File: config.mk
export PLATFORM = sky130hd
export DESIGN_NAME = i2s_transmitter_flat
export DESIGN_NICKNAME = d
export VERILOG_FILES = /design/src/rtl/i2s_transmitter_if.sv /design/src/rtl/i2s_transmitter.sv /design/src/flat_wrapper.sv
export SDC_FILE = /design/constraint.sdc
export NUM_CORES = 1
export LEC_CHECK = 0
export BUFFER_PORTS_ARGS = -buffer_cell sky130_fd_sc_hd__buf_4
export CORE_ASPECT_RATIO = 1.5
export CORE_MARGIN = 2
export CORE_UTILIZATION = 55
export DETAILED_ROUTE_END_ITERATION = 10
export HOLD_SLACK_MARGIN = 0.03
export PLACE_DENSITY = 0.74
export SYNTH_ARGS = -nofsm -noshare
export SYNTH_HDL_FRONTEND = slang
export SYNTH_SLANG_ARGS = --single-unit
File: constraint.sdc
create_clock -name i_clock -period 3.34 [get_ports i_clock]
set_input_delay 0 -clock i_clock [delete_from_list [all_inputs] [get_ports i_clock]]
set_output_delay 0 -clock i_clock [all_outputs]
set_load 0.02 [all_outputs]
File: src/rtl/i2s_transmitter_if.sv
// Sample-stream and I2S-link signal bundle for i2s_transmitter.
// master = sample source / link observer, slave = the transmitter itself.
interface i2s_transmitter_if #(
    parameter int DATA_WIDTH = 24
);
    logic [DATA_WIDTH-1:0] i_data_left;
    logic [DATA_WIDTH-1:0] i_data_right;
    logic                  i_data_valid;
    logic                  o_ready;
    logic                  o_bclk;
    logic                  o_lrclk;
    logic                  o_sdata;
    logic                  o_underrun;
    logic                  o_overflow;

    modport master (
        output i_data_left, i_data_right, i_data_valid,
        input  o_ready, o_bclk, o_lrclk, o_sdata, o_underrun, o_overflow
    );

    modport slave (
        input  i_data_left, i_data_right, i_data_valid,
        output o_ready, o_bclk, o_lrclk, o_sdata, o_underrun, o_overflow
    );
endinterface

File: src/rtl/i2s_transmitter.sv
// Philips-timing I2S serialiser for 24-bit stereo samples with a one-deep holding register.
// Optional macro I2S_TX_REPEAT_ON_UNDERRUN_EN: on underrun, resend the last sample instead of muting.
module i2s_transmitter #(
    parameter int DATA_WIDTH       = 24,
    parameter int SLOT_BITS        = 32,
    parameter int BCLK_HALF_PERIOD = 4
) (
    input  logic             i_clock,
    input  logic             i_reset_n,
    i2s_transmitter_if.slave bus
);
    localparam int FRAME_BITS = 2 * SLOT_BITS;
    localparam int FW         = $clog2(FRAME_BITS);
    localparam int HW         = (BCLK_HALF_PERIOD > 1) ? $clog2(BCLK_HALF_PERIOD) : 1;
    localparam logic [HW-1:0] HALF_LAST = HW'(BCLK_HALF_PERIOD - 1);
    localparam logic [FW-1:0] F_LAST    = FW'(FRAME_BITS - 1);

    logic [HW-1:0]         half_cnt_reg;
    logic [FW-1:0]         f_reg;
    logic [FW-1:0]         f_next;
    logic                  bclk_reg;
    logic                  lrclk_reg;
    logic                  sdata_reg;
    logic                  ready_reg;
    logic                  underrun_reg;
    logic                  overflow_reg;
    logic                  hold_full_reg;
    logic                  full_next;
    logic [DATA_WIDTH-1:0] hold_left_reg;
    logic [DATA_WIDTH-1:0] hold_right_reg;
    logic [DATA_WIDTH-1:0] shift_left_reg;
    logic [DATA_WIDTH-1:0] shift_right_reg;
    logic [DATA_WIDTH-1:0] load_left;
    logic [DATA_WIDTH-1:0] load_right;
    logic                  fall;
    logic                  frame_load;
    logic                  left_bit;
    logic                  right_bit;
`ifdef I2S_TX_REPEAT_ON_UNDERRUN_EN
    logic [DATA_WIDTH-1:0] last_left_reg;
    logic [DATA_WIDTH-1:0] last_right_reg;
`endif

    always_comb begin
        // The cycle on which BCLK is about to fall is where all link outputs move.
        fall       = (half_cnt_reg == HALF_LAST) && bclk_reg;
        f_next     = (f_reg == F_LAST) ? '0 : f_reg + 1'b1;
        frame_load = fall && (f_next == '0);
        left_bit   = (f_next >= FW'(1)) && (f_next <= FW'(DATA_WIDTH));
        right_bit  = (f_next >= FW'(SLOT_BITS + 1)) && (f_next <= FW'(SLOT_BITS + DATA_WIDTH));

        full_next = hold_full_reg;
        if (bus.i_data_valid) begin
            full_next = 1'b1;
        end else if (frame_load) begin
            full_next = 1'b0;
        end

        load_left  = '0;
        load_right = '0;
        if (hold_full_reg) begin
            load_left  = hold_left_reg;
            load_right = hold_right_reg;
        end
`ifdef I2S_TX_REPEAT_ON_UNDERRUN_EN
        else begin
            load_left  = last_left_reg;
            load_right = last_right_reg;
        end
`endif
    end

    always_ff @(posedge i_clock or negedge i_reset_n) begin
        if (!i_reset_n) begin
            half_cnt_reg    <= '0;
            // Starting at the last frame bit makes the first falling edge land on f=0.
            f_reg           <= F_LAST;
            bclk_reg        <= 1'b0;
            lrclk_reg       <= 1'b0;
            sdata_reg       <= 1'b0;
            ready_reg       <= 1'b1;
            underrun_reg    <= 1'b0;
            overflow_reg    <= 1'b0;
            hold_full_reg   <= 1'b0;
            hold_left_reg   <= '0;
            hold_right_reg  <= '0;
            shift_left_reg  <= '0;
            shift_right_reg <= '0;
`ifdef I2S_TX_REPEAT_ON_UNDERRUN_EN
            last_left_reg   <= '0;
            last_right_reg  <= '0;
`endif
        end else begin
            underrun_reg <= 1'b0;
            overflow_reg <= 1'b0;

            if (half_cnt_reg == HALF_LAST) begin
                half_cnt_reg <= '0;
                bclk_reg     <= !bclk_reg;
            end else begin
                half_cnt_reg <= half_cnt_reg + 1'b1;
            end

            if (fall) begin
                f_reg     <= f_next;
                lrclk_reg <= (f_next >= FW'(SLOT_BITS));
                if (frame_load) begin
                    shift_left_reg  <= load_left;
                    shift_right_reg <= load_right;
                    sdata_reg       <= 1'b0;
                    underrun_reg    <= !hold_full_reg;
`ifdef I2S_TX_REPEAT_ON_UNDERRUN_EN
                    if (hold_full_reg) begin
                        last_left_reg  <= hold_left_reg;
                        last_right_reg <= hold_right_reg;
                    end
`endif
                end else if (left_bit) begin
                    sdata_reg      <= shift_left_reg[DATA_WIDTH-1];
                    shift_left_reg <= {shift_left_reg[DATA_WIDTH-2:0], 1'b0};
                end else if (right_bit) begin
                    sdata_reg       <= shift_right_reg[DATA_WIDTH-1];
                    shift_right_reg <= {shift_right_reg[DATA_WIDTH-2:0], 1'b0};
                end else begin
                    sdata_reg <= 1'b0;
                end
            end

            // A load in the same cycle already consumed the old sample, so nothing is lost.
            if (bus.i_data_valid) begin
                hold_left_reg  <= bus.i_data_left;
                hold_right_reg <= bus.i_data_right;
                overflow_reg   <= hold_full_reg && !frame_load;
            end
            hold_full_reg <= full_next;
            ready_reg     <= !full_next;
        end
    end

    assign bus.o_bclk     = bclk_reg;
    assign bus.o_lrclk    = lrclk_reg;
    assign bus.o_sdata    = sdata_reg;
    assign bus.o_ready    = ready_reg;
    assign bus.o_underrun = underrun_reg;
    assign bus.o_overflow = overflow_reg;
endmodule

File: src/flat_wrapper.sv
// flat-port wrapper written by rule: the top's interface ports become plain ports
module i2s_transmitter_flat 
#(
    parameter int DATA_WIDTH       = 24,
    parameter int SLOT_BITS        = 32,
    parameter int BCLK_HALF_PERIOD = 4
)
  (i_clock, i_reset_n, bus_i_data_left, bus_i_data_right, bus_i_data_valid, bus_o_ready, bus_o_bclk, bus_o_lrclk, bus_o_sdata, bus_o_underrun, bus_o_overflow);
  i2s_transmitter_if #(.DATA_WIDTH(DATA_WIDTH)) bus_i ();
  input  logic i_clock;
  input  logic i_reset_n;
  input wire logic [$bits(bus_i.i_data_left)-1:0] bus_i_data_left;
  input wire logic [$bits(bus_i.i_data_right)-1:0] bus_i_data_right;
  input wire logic [$bits(bus_i.i_data_valid)-1:0] bus_i_data_valid;
  output wire logic [$bits(bus_i.o_ready)-1:0] bus_o_ready;
  output wire logic [$bits(bus_i.o_bclk)-1:0] bus_o_bclk;
  output wire logic [$bits(bus_i.o_lrclk)-1:0] bus_o_lrclk;
  output wire logic [$bits(bus_i.o_sdata)-1:0] bus_o_sdata;
  output wire logic [$bits(bus_i.o_underrun)-1:0] bus_o_underrun;
  output wire logic [$bits(bus_i.o_overflow)-1:0] bus_o_overflow;
  assign bus_i.i_data_left = bus_i_data_left;
  assign bus_i.i_data_right = bus_i_data_right;
  assign bus_i.i_data_valid = bus_i_data_valid;
  assign bus_o_ready = bus_i.o_ready;
  assign bus_o_bclk = bus_i.o_bclk;
  assign bus_o_lrclk = bus_i.o_lrclk;
  assign bus_o_sdata = bus_i.o_sdata;
  assign bus_o_underrun = bus_i.o_underrun;
  assign bus_o_overflow = bus_i.o_overflow;
  i2s_transmitter #(.DATA_WIDTH(DATA_WIDTH), .SLOT_BITS(SLOT_BITS), .BCLK_HALF_PERIOD(BCLK_HALF_PERIOD)) u_core (.i_clock(i_clock), .i_reset_n(i_reset_n), .bus(bus_i));
endmodule
# Yosys cells after proc, flatten, opt, wreduce, memory -nomap -nowiden
# Index checks and enable logic that the tools add are counted.
# totals
out_inout_bits	6
reg_bits	111
elab_cells	54
in_bits	51
# classes
magnitude_cmp	5
n_addsub	2
reduce_logical	14
n_eq_ne	3
mux	17
# ops
cell	count
$mux 24	7
$ge 6x6->1 const B	2
$mux 1	8
$add 6x1->6 const B	1
$eq 6x6->1 const B	1
$ge 6x1->1 const B	1
$le 6x5->1 const B	1
$le 6x6->1 const B	1
$logic_not 6->1	1
$mux 6	1
$logic_and 1x1->1	5
$logic_not 1->1	4
$reduce_bool 2->1	2
$reduce_and 3->1	1
$add 2x1->2 const B	1
$eq 2x2->1 const B	1
$mux 2	1
$ne 2x1->1 const B	1
$reduce_and 2->1	1

# Logic depth before layout (Yosys ltp)
# logic_depth
word_depth	7
ltp_mapped	10
depth_no_buf	7

# Least setup slack after synthesis
# OpenSTA, ideal clock, no wires.
# synth_path
kind	flip-flop to flip-flop
start	register u_core.f_reg[0]
end	register u_core.shift_right_reg[11]
setup_ns	0.125
required_time_ns	3.215
synth_period_minus_slack_ns	2.447
arrival_time_ns	2.321
path_slack_ns	0.893
path_buffers	1
stages_incl_launch_ff	9
cell_sequence	dfstp_2 > ha_1 > and2_1 > and3_1 > o221ai_1 > nand2b_1 > a21oi_4 > buf_8 > mux2_4
# synth_between
elab_chain_cells	6
word_cells_on_any_way	15
cone_classes	add/sub (1); order compare (4); eq/ne (2); mux (2); reduce/logical (6)
# synth_rtl
item	line	text
start: declaration	i2s_transmitter.sv:19	logic [FW-1:0] f_reg;
start signal: assignment	i2s_transmitter.sv:105	f_reg <= f_next;
$add 6x1->6 or $eq 6x6->1 (tied branches)	i2s_transmitter.sv:47	f_next = (f_reg == F_LAST) ? '0 : f_reg + 1'b1;
$mux 6 *	i2s_transmitter.sv:47	
$ge 6x1->1 (tied with other cells)	i2s_transmitter.sv:49	left_bit = (f_next >= FW'(1)) && (f_next <= FW'(DATA_WIDTH));
$logic_and 1x1->1 (on tied branches)	i2s_transmitter.sv:49, i2s_transmitter.sv:48, i2s_transmitter.sv:50	
$ne 2x1->1 (no line) or $reduce_bool 2->1 (tied branches)	-	
$reduce_and 3->1 (no line)	-	
end signal: assignment	i2s_transmitter.sv:109	shift_right_reg <= load_right;
end signal: assignment	i2s_transmitter.sv:123	shift_right_reg <= {shift_right_reg[DATA_WIDTH-2:0], 1'b0};
end: declaration	i2s_transmitter.sv:32	logic [DATA_WIDTH-1:0] shift_right_reg;
# Every way passes the cells marked *; elsewhere a longest branch is shown, timed or not.
# A chain may end at the register's enable or synchronous reset.

# Final worst setup path
# layout_path
start	register u_core.f_reg[0]
end	register u_core.shift_left_reg[12]
# layout_between
elab_chain_cells	6
word_cells_on_any_way	11
cone_classes	add/sub (1); order compare (2); eq/ne (1); mux (2); reduce/logical (5)
# layout_rtl
item	line	text
$add 6x1->6 or $eq 6x6->1 (tied branches)	i2s_transmitter.sv:47	
$mux 6 *	i2s_transmitter.sv:47	
$ge 6x1->1 (tied with other cells)	i2s_transmitter.sv:49	
$logic_and 1x1->1 (on tied branches)	i2s_transmitter.sv:49, i2s_transmitter.sv:48	
$reduce_bool 2->1 (no line)	-	
$reduce_and 2->1 (no line)	-	
end signal: assignment	i2s_transmitter.sv:108	shift_left_reg <= load_left;
end signal: assignment	i2s_transmitter.sv:120	shift_left_reg <= {shift_left_reg[DATA_WIDTH-2:0], 1'b0};
end: declaration	i2s_transmitter.sv:31	logic [DATA_WIDTH-1:0] shift_left_reg;
# Marked as above.

==> results.txt <==
The standard-cell row count came out at 44. OpenSTA, run right after detailed placement, puts the worst setup slack at 0.4107 ns. The number of non-filler instances in the completed layout came out at 634. The remaining number of nets flagged by the antenna check after routing is 0. The worst setup path is launched from a register.

The required time reported for the critical path endpoint came out at 3.57 ns. Summing every instance area after synthesis gives 0.005315 mm^2. Measured on the finished design, the core utilization comes to 0.6875. The worst min-delay path endpoint is u_core.bus.o_ready.

The worst relative slew slack is 0.2604. The clock tree root buffer cell is sky130_fd_sc_hd__clkbuf_16. The source of the worst hold timing path is bus_i_data_valid. The fraction of registers with async set or reset after synthesis came out at 1.000. The number of top-level pins is 57. The HPWL after detailed placement is 5789 um. Setup repair after global routing left no endpoint under its margin. The placeable core area is 0.009524 mm^2. The final antenna diode count came out at 0. Hold repair after CTS inserted 49 buffers.

The DRC violations left is 0. The overall power consumption came out at 2.705 mW. The layout cell share with drive strength beyond 1 came out at 0.3141. The largest driver fanout on the critical path is 23. The total setup violations reported at the end of the flow came out at 0.

Counting cells, the worst reg-to-reg path comes to 7. The sequential fraction of the synthesis area is 0.5242. The count of port buffers added during placement is 56.

Entering global routing, the biggest net connects 70 pins. The height of the die is 124.4 um. By startpoint and endpoint, the worst setup path is classified as register to register. The average instance in the mapped netlist occupies 12.69 um^2.

Routability-driven placement finished with a final weighted congestion of 0.8255. On the final layout, the worst clock skew is 0.009740 ns. The smallest hold slack is 0.2253 ns. The count of final max-slew check failures came out at 0. Among all flip-flop cells after synthesis, the most frequent one is sky130_fd_sc_hd__dfrtp_1.

The total negative slack came out at 0 ns. The length of the first detailed-routing pass in iterations is 4. The power density normalized to cell area is 413.2 mW/mm^2. The number of cells in the design after placement is 569. The number of DRC markers in iteration 0 is 206. In this run the static leakage power is 2.916 nW. STA puts the critical path data arrival time at 3.18 ns. The tightest min-delay check is of the input pin to register type. The initial antenna violation count is 0. Post-CTS repair changed the size of 0 cells. The post-detailed-routing wire length is 9233 um. The worst register-to-register path ends at u_core.shift_left_reg[12]. The worst path setup slack after routing came out at 0.3909 ns. The number of buffers created by CTS came out at 9. The number of instances in the synthesized netlist came out at 419. The smallest clock period supported by the final layout is computed as 2.949 ns. In this run the critical register-to-register path is launched from u_core.f_reg[0]. The flow ran to the end, and the final reports show no timing, DRC or antenna violations.

The clock tree from TritonCTS is built. The overall overflow remaining after global route is 0. The standard cell area after detailed placement is 0.005772 mm^2. The overall fraction of global-route tracks in use is 0.1915. The count of unique library cells instantiated by Yosys came out at 47. The total number of yosys warnings is 0. The relative area change from synthesis to final layout came out at 23.19%.

The post-route fraction of the period consumed by the critical path came out at 0.8830. The later pin in the worst-skew pair is clocked with a latency of 0.35 ns. The number of global-route vias before repair is 3564.

In this run the number of H-tree levels came out at 3. The number of enable flip-flop cells after synthesis came out at 0. The per-cell routed wire length is 14.56 um.

The number of flip-flops and latches in the synthesized netlist came out at 111. The via density per instance came out at 5.314. The clock drives 111 sinks. The depth of the worst hold-timing path is 2. The number of hold violations in the final report was 0.

The clock-pin slew of the registers on the worst-case setup and hold paths came out at 0.07 ns. After clock tree synthesis, the setup repair step added 0 buffers. The number of nets handed over by synthesis was 474.

Once layout is done, the placed cells without fillers occupy 0.006548 mm^2. The number of vias after detailed routing is 3369. Static timing analysis puts the maximum clock frequency at 339.1 MHz.

The first global-routing pass estimated 16320 um of wire. The max-cap check violation count came out at 0. The worst register-to-register path has a setup slack of 0.39 ns. For this run, the post-layout net count is 569. The number of filler cells placed in the layout is 708. The transition time at the pin with the least slew margin is 1.109 ns. From left edge to right edge, the die measures 84.27 um. STA classifies the critical path endpoint as a register. The worst supply voltage drop on vdd came out at 0.0003505 V. The die area is 0.01048 mm^2. The maximum buffer depth of the clock tree is 2. The initial utilization of the core area, before any placement, comes to 0.5581.
-- kinds of logic after synthesis --
family | after synthesis | share of synthesized area
flops | 111 | 0.5242
mux | 140 | 0.2872
xor+xnor | 5 | 0.008239
simple gates | 82 | 0.08380
fa+ha+maj | 4 | 0.009417
compound gates | 24 | 0.03484
buf+inv | 53 | 0.05226
-- routing by layer --
metal	GRT usage	vias up	routed length (um)
li1	-	1622	-
met1	0.2487	1667	4059
met2	0.3193	69	4687
met3	0.03579	11	316
met4	0.06926	0	169
met5	0	-	0
-- critical path, cell delays in order (launching register included) --
cell and delay (ns):
sky130_fd_sc_hd__dfstp_2 0.60, sky130_fd_sc_hd__ha_1 0.29, sky130_fd_sc_hd__and2_1 0.26, sky130_fd_sc_hd__and3_1 0.24
sky130_fd_sc_hd__o221ai_1 0.27, sky130_fd_sc_hd__o21ai_1 0.19, sky130_fd_sc_hd__nand3_2 0.50, sky130_fd_sc_hd__mux2_2 0.48
-- layout by cell type (no fill, tap or decap), drive strengths merged, types with 3 or more instances in the layout --
| cell | count |
|---|---|
| and2 | 24 |
| or3 | 3 |
| nand3 | 4 |
| o21ai | 7 |
| inv | 27 |
| nor3b | 3 |
| xnor2 | 4 |
| dfrtp | 104 |
| mux2 | 73 |
| clkbuf | 13 |
| nand2 | 34 |
| dfstp | 7 |
| ha | 4 |
| nor2b | 3 |
| a21oi | 4 |
| buf | 61 |
| mux2i | 67 |
| and3 | 3 |
| dlygate4sd3 | 49 |
-- final cells by class --
| type | count | area [um^2] | share of cell area |
|---|---|---|---|
| repair buffers | 110 | 973.4 | 0.1487 |
| well taps | 115 | 143.9 | 0.02198 |
| clock inverters | 3 | 45.04 | 0.006879 |
| multi-input cells | 255 | 2257 | 0.3447 |
| inverters | 27 | 101.3 | 0.01548 |
| clock buffers | 13 | 240.2 | 0.03669 |
| flip-flops and latches | 111 | 2786 | 0.4256 |
-- how the worst max path moves through the flow --
stage	slack (ns)	start	endpoint
floorplan	0.89	u_core.f_reg[0]	u_core.shift_right_reg[11]
global route	0.12	u_core.f_reg[0]	u_core.shift_left_reg[14]
detailed placement	0.41	u_core.f_reg[0]	u_core.shift_left_reg[4]
finish	0.39	u_core.f_reg[0]	u_core.shift_left_reg[12]
global placement	0.54	u_core.f_reg[0]	u_core.shift_left_reg[18]
CTS	0.37	u_core.f_reg[0]	u_core.shift_left_reg[4]
-- Yosys cell counts (all sizes together) (2+ instances only) --
cell type	count	area (um^2)
and3b	2	17.52
nor2	2	7.510
inv	27	101.4
nor3	2	10.01
o221ai	2	17.52
nand2	34	127.6
or3	3	23.77
nand3	4	25.02
o21a	2	15.01
o31ai	2	15.01
o21ai	7	38.79
dfrtp	104	2603
and3	3	23.77
and2	24	151.4
nor2b	3	18.77
mux2i	67	670.6
nor3b	3	27.52
a21oi	4	35.04
buf	14	131.4
dfstp	7	183.9
ha	4	50.05
mux2	73	855.8
xnor2	4	35.03
clkbuf	12	45.04
-- where the power goes --
part | leakage [nW] | total, mW | internal [mW] | switching (mW)
clock | 0.130 | 1.04 | 0.583 | 0.458
combinational | 1.38 | 0.232 | 0.149 | 0.0831
sequential | 1.41 | 1.43 | 1.40 | 0.0293
total | 2.92 | 2.71 | 2.14 | 0.570
Power figures use the tool's default switching activity.
